`src/rtl/ras_pkg.sv`:
```
// Shared constants and types for the return-address-stack controller and its call/return decoder.
package ras_pkg;

  localparam logic [6:0] OPC_JAL  = 7'b1101111;
  localparam logic [6:0] OPC_JALR = 7'b1100111;
  localparam logic [4:0] LINK_X1  = 5'd1;
  localparam logic [4:0] LINK_X5  = 5'd5;

  typedef enum logic [1:0] {
    NONE,
    PUSH,
    POP,
    POP_PUSH
  } ras_op_t;

  typedef enum logic {
    IDLE,
    SECOND
  } ras_state_t;

  function automatic logic is_link(input logic [4:0] r);
    return (r == LINK_X1) || (r == LINK_X5);
  endfunction

endpackage

```
`src/rtl/ras_call_decode.sv`:
```
// Combinational call/return classifier using the RISC-V link-register hints.
// Optional RV32C classification is enabled by defining RAS_CTRL_COMPRESSED_EN.
module ras_call_decode
  import ras_pkg::*;
(
  input  logic [31:0] instr,
  output ras_op_t     op,
  output logic [2:0]  ret_off
);

  logic [6:0] opcode;
  logic [4:0] rd;
  logic [4:0] rs1;
  logic       rd_l;
  logic       rs1_l;
  logic       unused_imm;

  assign opcode     = instr[6:0];
  assign rd         = instr[11:7];
  assign rs1        = instr[19:15];
  assign rd_l       = is_link(rd);
  assign rs1_l      = is_link(rs1);
  assign unused_imm = ^{instr[31:20], instr[14:12]};

  always_comb begin
    op      = NONE;
    ret_off = 3'd4;
    if (instr[1:0] == 2'b11) begin
      if (opcode == OPC_JAL) begin
        op = rd_l ? PUSH : NONE;
      end else if (opcode == OPC_JALR) begin
        case ({rd_l, rs1_l})
          2'b01:   op = POP;
          2'b10:   op = PUSH;
          2'b11:   op = (rd == rs1) ? PUSH : POP_PUSH;
          default: op = NONE;
        endcase
      end
    end
`ifdef RAS_CTRL_COMPRESSED_EN
    else begin
      ret_off = 3'd2;
      if (instr[1:0] == 2'b01 && instr[15:13] == 3'b001) begin
        op = PUSH;  // C.JAL implicitly links x1
      end else if (instr[1:0] == 2'b10 && instr[15:13] == 3'b100 &&
                   instr[6:2] == 5'd0 && rd != 5'd0) begin
        // rd field holds rs1 here; C.JALR links x1, C.JR does not link
        if (instr[12]) begin
          op = (rd == LINK_X5) ? POP_PUSH : PUSH;
        end else if (rd_l) begin
          op = POP;
        end
      end
    end
`endif
  end

endmodule

```
`src/rtl/ras_ctrl.sv`:
```
// Fetch-side RAS controller: registered push/pop pulses, occupancy tracking, return-target prediction.
// Define RAS_CTRL_COMPRESSED_EN to also classify RV32C calls/returns (handled in ras_call_decode).
module ras_ctrl
  import ras_pkg::*;
#(
  parameter int DEPTH = 32,
  parameter int XLEN  = 32
) (
  input  logic            clk,
  input  logic            reset_n,
  input  logic            in_valid,
  output logic            in_ready,
  input  logic [XLEN-1:0] in_pc,
  input  logic [31:0]     in_instr,
  input  logic            flush,
  output logic            ras_push,
  output logic            ras_pop,
  output logic [XLEN-1:0] ras_pc_in,
  input  logic [XLEN-1:0] ras_pc_out,
  output logic            pred_valid,
  output logic [XLEN-1:0] pred_target
);

  localparam int CW = $clog2(DEPTH + 1);
  localparam logic [CW-1:0] FULL = CW'(DEPTH);

  ras_op_t         op;
  logic [2:0]      ret_off;
  logic [XLEN-1:0] ret;

  ras_state_t      state_reg, state_next;
  logic [CW-1:0]   count_reg, count_next;
  logic            push_reg, push_next;
  logic            pop_reg, pop_next;
  logic [XLEN-1:0] ret_reg, ret_next;
  logic [XLEN-1:0] pc_in_reg, pc_in_next;

  ras_call_decode u_decode (
    .instr   (in_instr),
    .op      (op),
    .ret_off (ret_off)
  );

  assign ret = in_pc + XLEN'(ret_off);

  always_comb begin
    state_next = state_reg;
    push_next  = 1'b0;
    pop_next   = 1'b0;
    ret_next   = ret_reg;
    pc_in_next = pc_in_reg;
    count_next = count_reg;
    if (flush) begin
      state_next = IDLE;
    end else begin
      case (state_reg)
        IDLE: begin
          if (in_valid) begin
            ret_next = ret;
            case (op)
              PUSH: begin
                push_next  = 1'b1;
                pc_in_next = ret;
              end
              POP:      pop_next = (count_reg != '0);
              POP_PUSH: begin
                pop_next   = (count_reg != '0);
                state_next = SECOND;
              end
              default: ;
            endcase
          end
        end
        SECOND: begin
          push_next  = 1'b1;
          pc_in_next = ret_reg;
          state_next = IDLE;
        end
        default: state_next = IDLE;
      endcase
    end
    // Count tracks pulses as they are committed; the stack overwrites when full.
    if (push_next && count_reg != FULL) begin
      count_next = count_reg + 1'b1;
    end else if (pop_next) begin
      count_next = count_reg - 1'b1;
    end
  end

  always_ff @(posedge clk) begin
    if (!reset_n) begin
      state_reg <= IDLE;
      count_reg <= '0;
      push_reg  <= 1'b0;
      pop_reg   <= 1'b0;
      ret_reg   <= '0;
      pc_in_reg <= '0;
    end else begin
      state_reg <= state_next;
      count_reg <= count_next;
      push_reg  <= push_next;
      pop_reg   <= pop_next;
      ret_reg   <= ret_next;
      pc_in_reg <= pc_in_next;
    end
  end

  assign in_ready    = reset_n && (state_reg == IDLE);
  assign ras_push    = push_reg;
  assign ras_pop     = pop_reg;
  assign ras_pc_in   = pc_in_reg;
  assign pred_valid  = pop_reg;
  assign pred_target = pop_reg ? ras_pc_out : '0;

endmodule

```
`config.mk`:
```
export PLATFORM = sky130hd
export DESIGN_NAME = ras_ctrl
export DESIGN_NICKNAME = d
export VERILOG_FILES = /design/src/rtl/ras_pkg.sv /design/src/rtl/ras_call_decode.sv /design/src/rtl/ras_ctrl.sv
export SDC_FILE = /design/constraint.sdc
export NUM_CORES = 1
export LEC_CHECK = 0
export ABC_AREA = 0
export BUFFER_PORTS_ARGS = -buffer_cell sky130_fd_sc_hd__buf_4
export CORE_MARGIN = 1
export CORE_UTILIZATION = 43
export CTS_BUF_LIST = sky130_fd_sc_hd__clkbuf_16
export DETAILED_ROUTE_END_ITERATION = 10
export PLACE_DENSITY_LB_ADDON = 0.15
export SLEW_MARGIN = 30
export SYNTH_ARGS = -nofsm -noshare
export SYNTH_HDL_FRONTEND = slang
export SYNTH_SLANG_ARGS = --single-unit
```
`constraint.sdc`:
```
create_clock -name clk -period 3.17 [get_ports clk]
set_clock_uncertainty 0.2 [all_clocks]
set_input_delay 0.634 -clock clk [delete_from_list [all_inputs] [get_ports clk]]
set_output_delay 0.634 -clock clk [all_outputs]
set_load 0.02 [all_outputs]
```
==> metrics.csv <==
metric,value,unit
fin_util,0.631,
grt_pass1_wl,17700,microns
synth-seq-cells,73,
yosysUniqueCellTypes,46,
required,3.18,ns
crit_fanout,3,
r2r-end,count_reg[5],
status,"complete, no violations",
cts_tree,done,
drt-initial-drc-count,113,
post_cts_buffers,0,
syn-mean-instance-area,8.21,sq um
synth-edff-count,0,
antenna_found_initial,0,
crit_type,primary input to flip-flop,
cts_buffers,9,
synthFlopType,dfxtp_1,
min_period,3.03,ns
grt_use_total,0.229,
r2r.worst_path.cells,10,
clk_latency,0.33,ns
grt_pass1_vias,3735,
layout_common_cells,"buf_4, dfxtp_1, nor2_1, nand2_1",
crit_path_end_kind,flip-flop,
clkSinkCount,73,
drive_gt1_frac,0.332,
whs_endpoint,ras_pc_in[22],
hp-start,ras_pc_in[22],
vdd_ir_drop_max,348,uV
wire_per_inst,14.2,microns
cp_top_family,compound AO/OA/AOI/OAI gates,
synth.largest_area_cell,dfxtp_1,
syn-cell-area,3860,sq um
max_freq,330,MHz
vias_per_cell,5.32,
drc,0,
yosysSeqAreaShare,0.379,
initial_core_util,0.442,
diodes,0,
tightest_slew,0.752,ns
die_x,96.7,microns
yosys.area.top_type_share,0.379,
setup_viol,0,
start_kind,primary input,
cts_hold_buffers,0,
min_path_cells,2,
totalWireLength,10500,microns
place.gp.congestion,0.881,
rsz0062_at_grt,no,
htree_num_levels,3,
drv_slew,0,
cpMaxStageDelayCell,or4b_4,
r2r-start,state_reg,
clock_tree.buffer_depth,2,
dr_total_vias,3927,
chipHeight,96.7,microns
grt_max_degree,48,
max_slew_margin,0.498,
nets,731,
p_per_area,395,nW/um^2
fp-row-count,34,
critPathArrivalTime,3.04,ns
yosysWarnings,0,
drtPass1Iterations,4,
die_area,9350,sq um
cts-root-buf,clkbuf_16,
antenna_left,0,
gr-total-overflow,0,
async_flop_share,0,
hold_viol_final,0,
portBuffers,152,
power.leakage,0.00232,uW
worst_slack,0.144,ns
netlist_instances,470,
maxCapViolations,0,
syn2layout_area_growth,42.6,%
clk_pin_slew,0.06,ns
synthesis.nets,576,
post-place-ws,-0.152,ns
num_io_pins,168,
core,8720,sq um
path_cells,buf_4 > or4b_4 > o41ai_1 > o211ai_1 > ha_1 > a211oi_1 > o21bai_1 > a21oi_1 > xnor2_1 > nand2_1 > mux2i_1,
yosys-top-cells-area,"dfxtp_1, a211oi_1, and2_1",
ctsResizeCount,0,
path_buf_inv,1,
final_common_cell,buf_4,
slowest_delay,0.53,ns
min_path_type,flip-flop to flip-flop,
r2r_slack,0.39,ns
finalCritPeriodShare,0.955,
dp_hpwl,7620,microns
==> cell type report <==
cell class | count | area, sq um
Fill cell | 779 | 3220
Multi-Input combinational cell | 353 | 2240
Sequential cell | 73 | 1460
Timing Repair Buffer | 176 | 1320
Clock buffer | 9 | 225
Tap cell | 108 | 135
Clock inverter | 7 | 71.3
Inverter | 12 | 45.0
==> metrics by stage <==
stage	std cells	instance area, sq um	hold WS, ns	setup TNS (ns)	power, uW
floorplan	470	3860	0.260	0	1070
global placement	722	5200	0.243	-0.0803	1190
detailed placement	722	5200	0.246	-0.177	1200
CTS	738	5500	0.252	0	2190
global route	738	5500	0.283	0	2260
finish	738	5500	0.251	0	2170
==> cell usage after synthesis, types with 13 or more instances <==
cell type and number:
a211oi_1 32, a21oi_1 24, and2_1 32, clkbuf_1 25, dfxtp_1 73, nand2_1 47, nand3_1 28, nor2_1 48
o211ai_1 13, o21ai_0 20, xnor2_1 20, xor2_1 14
==> cell families after synthesis <==
family / Yosys count / share of synthesized area
flip-flops: 73 / 0.379
adder cells (fa/ha/maj): 6 / 0.0214
XOR/XNOR: 34 / 0.0772
AND/OR/NAND/NOR: 191 / 0.253
AO/OA/AOI/OAI: 113 / 0.200
buffers and inverters: 44 / 0.0454
multiplexers: 9 / 0.0234
==> power breakdown <==
group | internal (uW) | switching (uW) | total [uW]
registers | 944 | 12.1 | 956
clock network | 607 | 389 | 996
logic | 114 | 108 | 222
==> per-layer routing <==
| metal | up-vias | track usage | share of wire |
|---|---|---|---|
| met2 | 133 | 0.398 | 0.49 |
| li1 | 1981 | - | - |
| met5 | - | 0 | 0 |
| met1 | 1796 | 0.275 | 0.43 |
| met4 | 0 | 0.0827 | 0.022 |
| met3 | 17 | 0.0527 | 0.057 |
==> worst min-delay path, delay by kind of cell, from the launching register on <==
kind	cells	cell delay, ns
flops	1	0.31
simple gates	2	0.10
==> how the worst max path moves through the flow <==
stage	start	end	slack [ns]	depth (start not counted)
after global routing	in_instr[8]	count_reg[5]	0.02	11
after floorplan	in_instr[8]	count_reg[5]	0.03	10
final	in_instr[8]	count_reg[5]	0.14	11
after detailed placement	in_instr[8]	count_reg[5]	-0.15	11
after CTS	in_instr[8]	count_reg[5]	0.18	11
after global placement	in_instr[8]	count_reg[5]	-0.08	11
No activity file was read; power rests on OpenSTA's default activity.
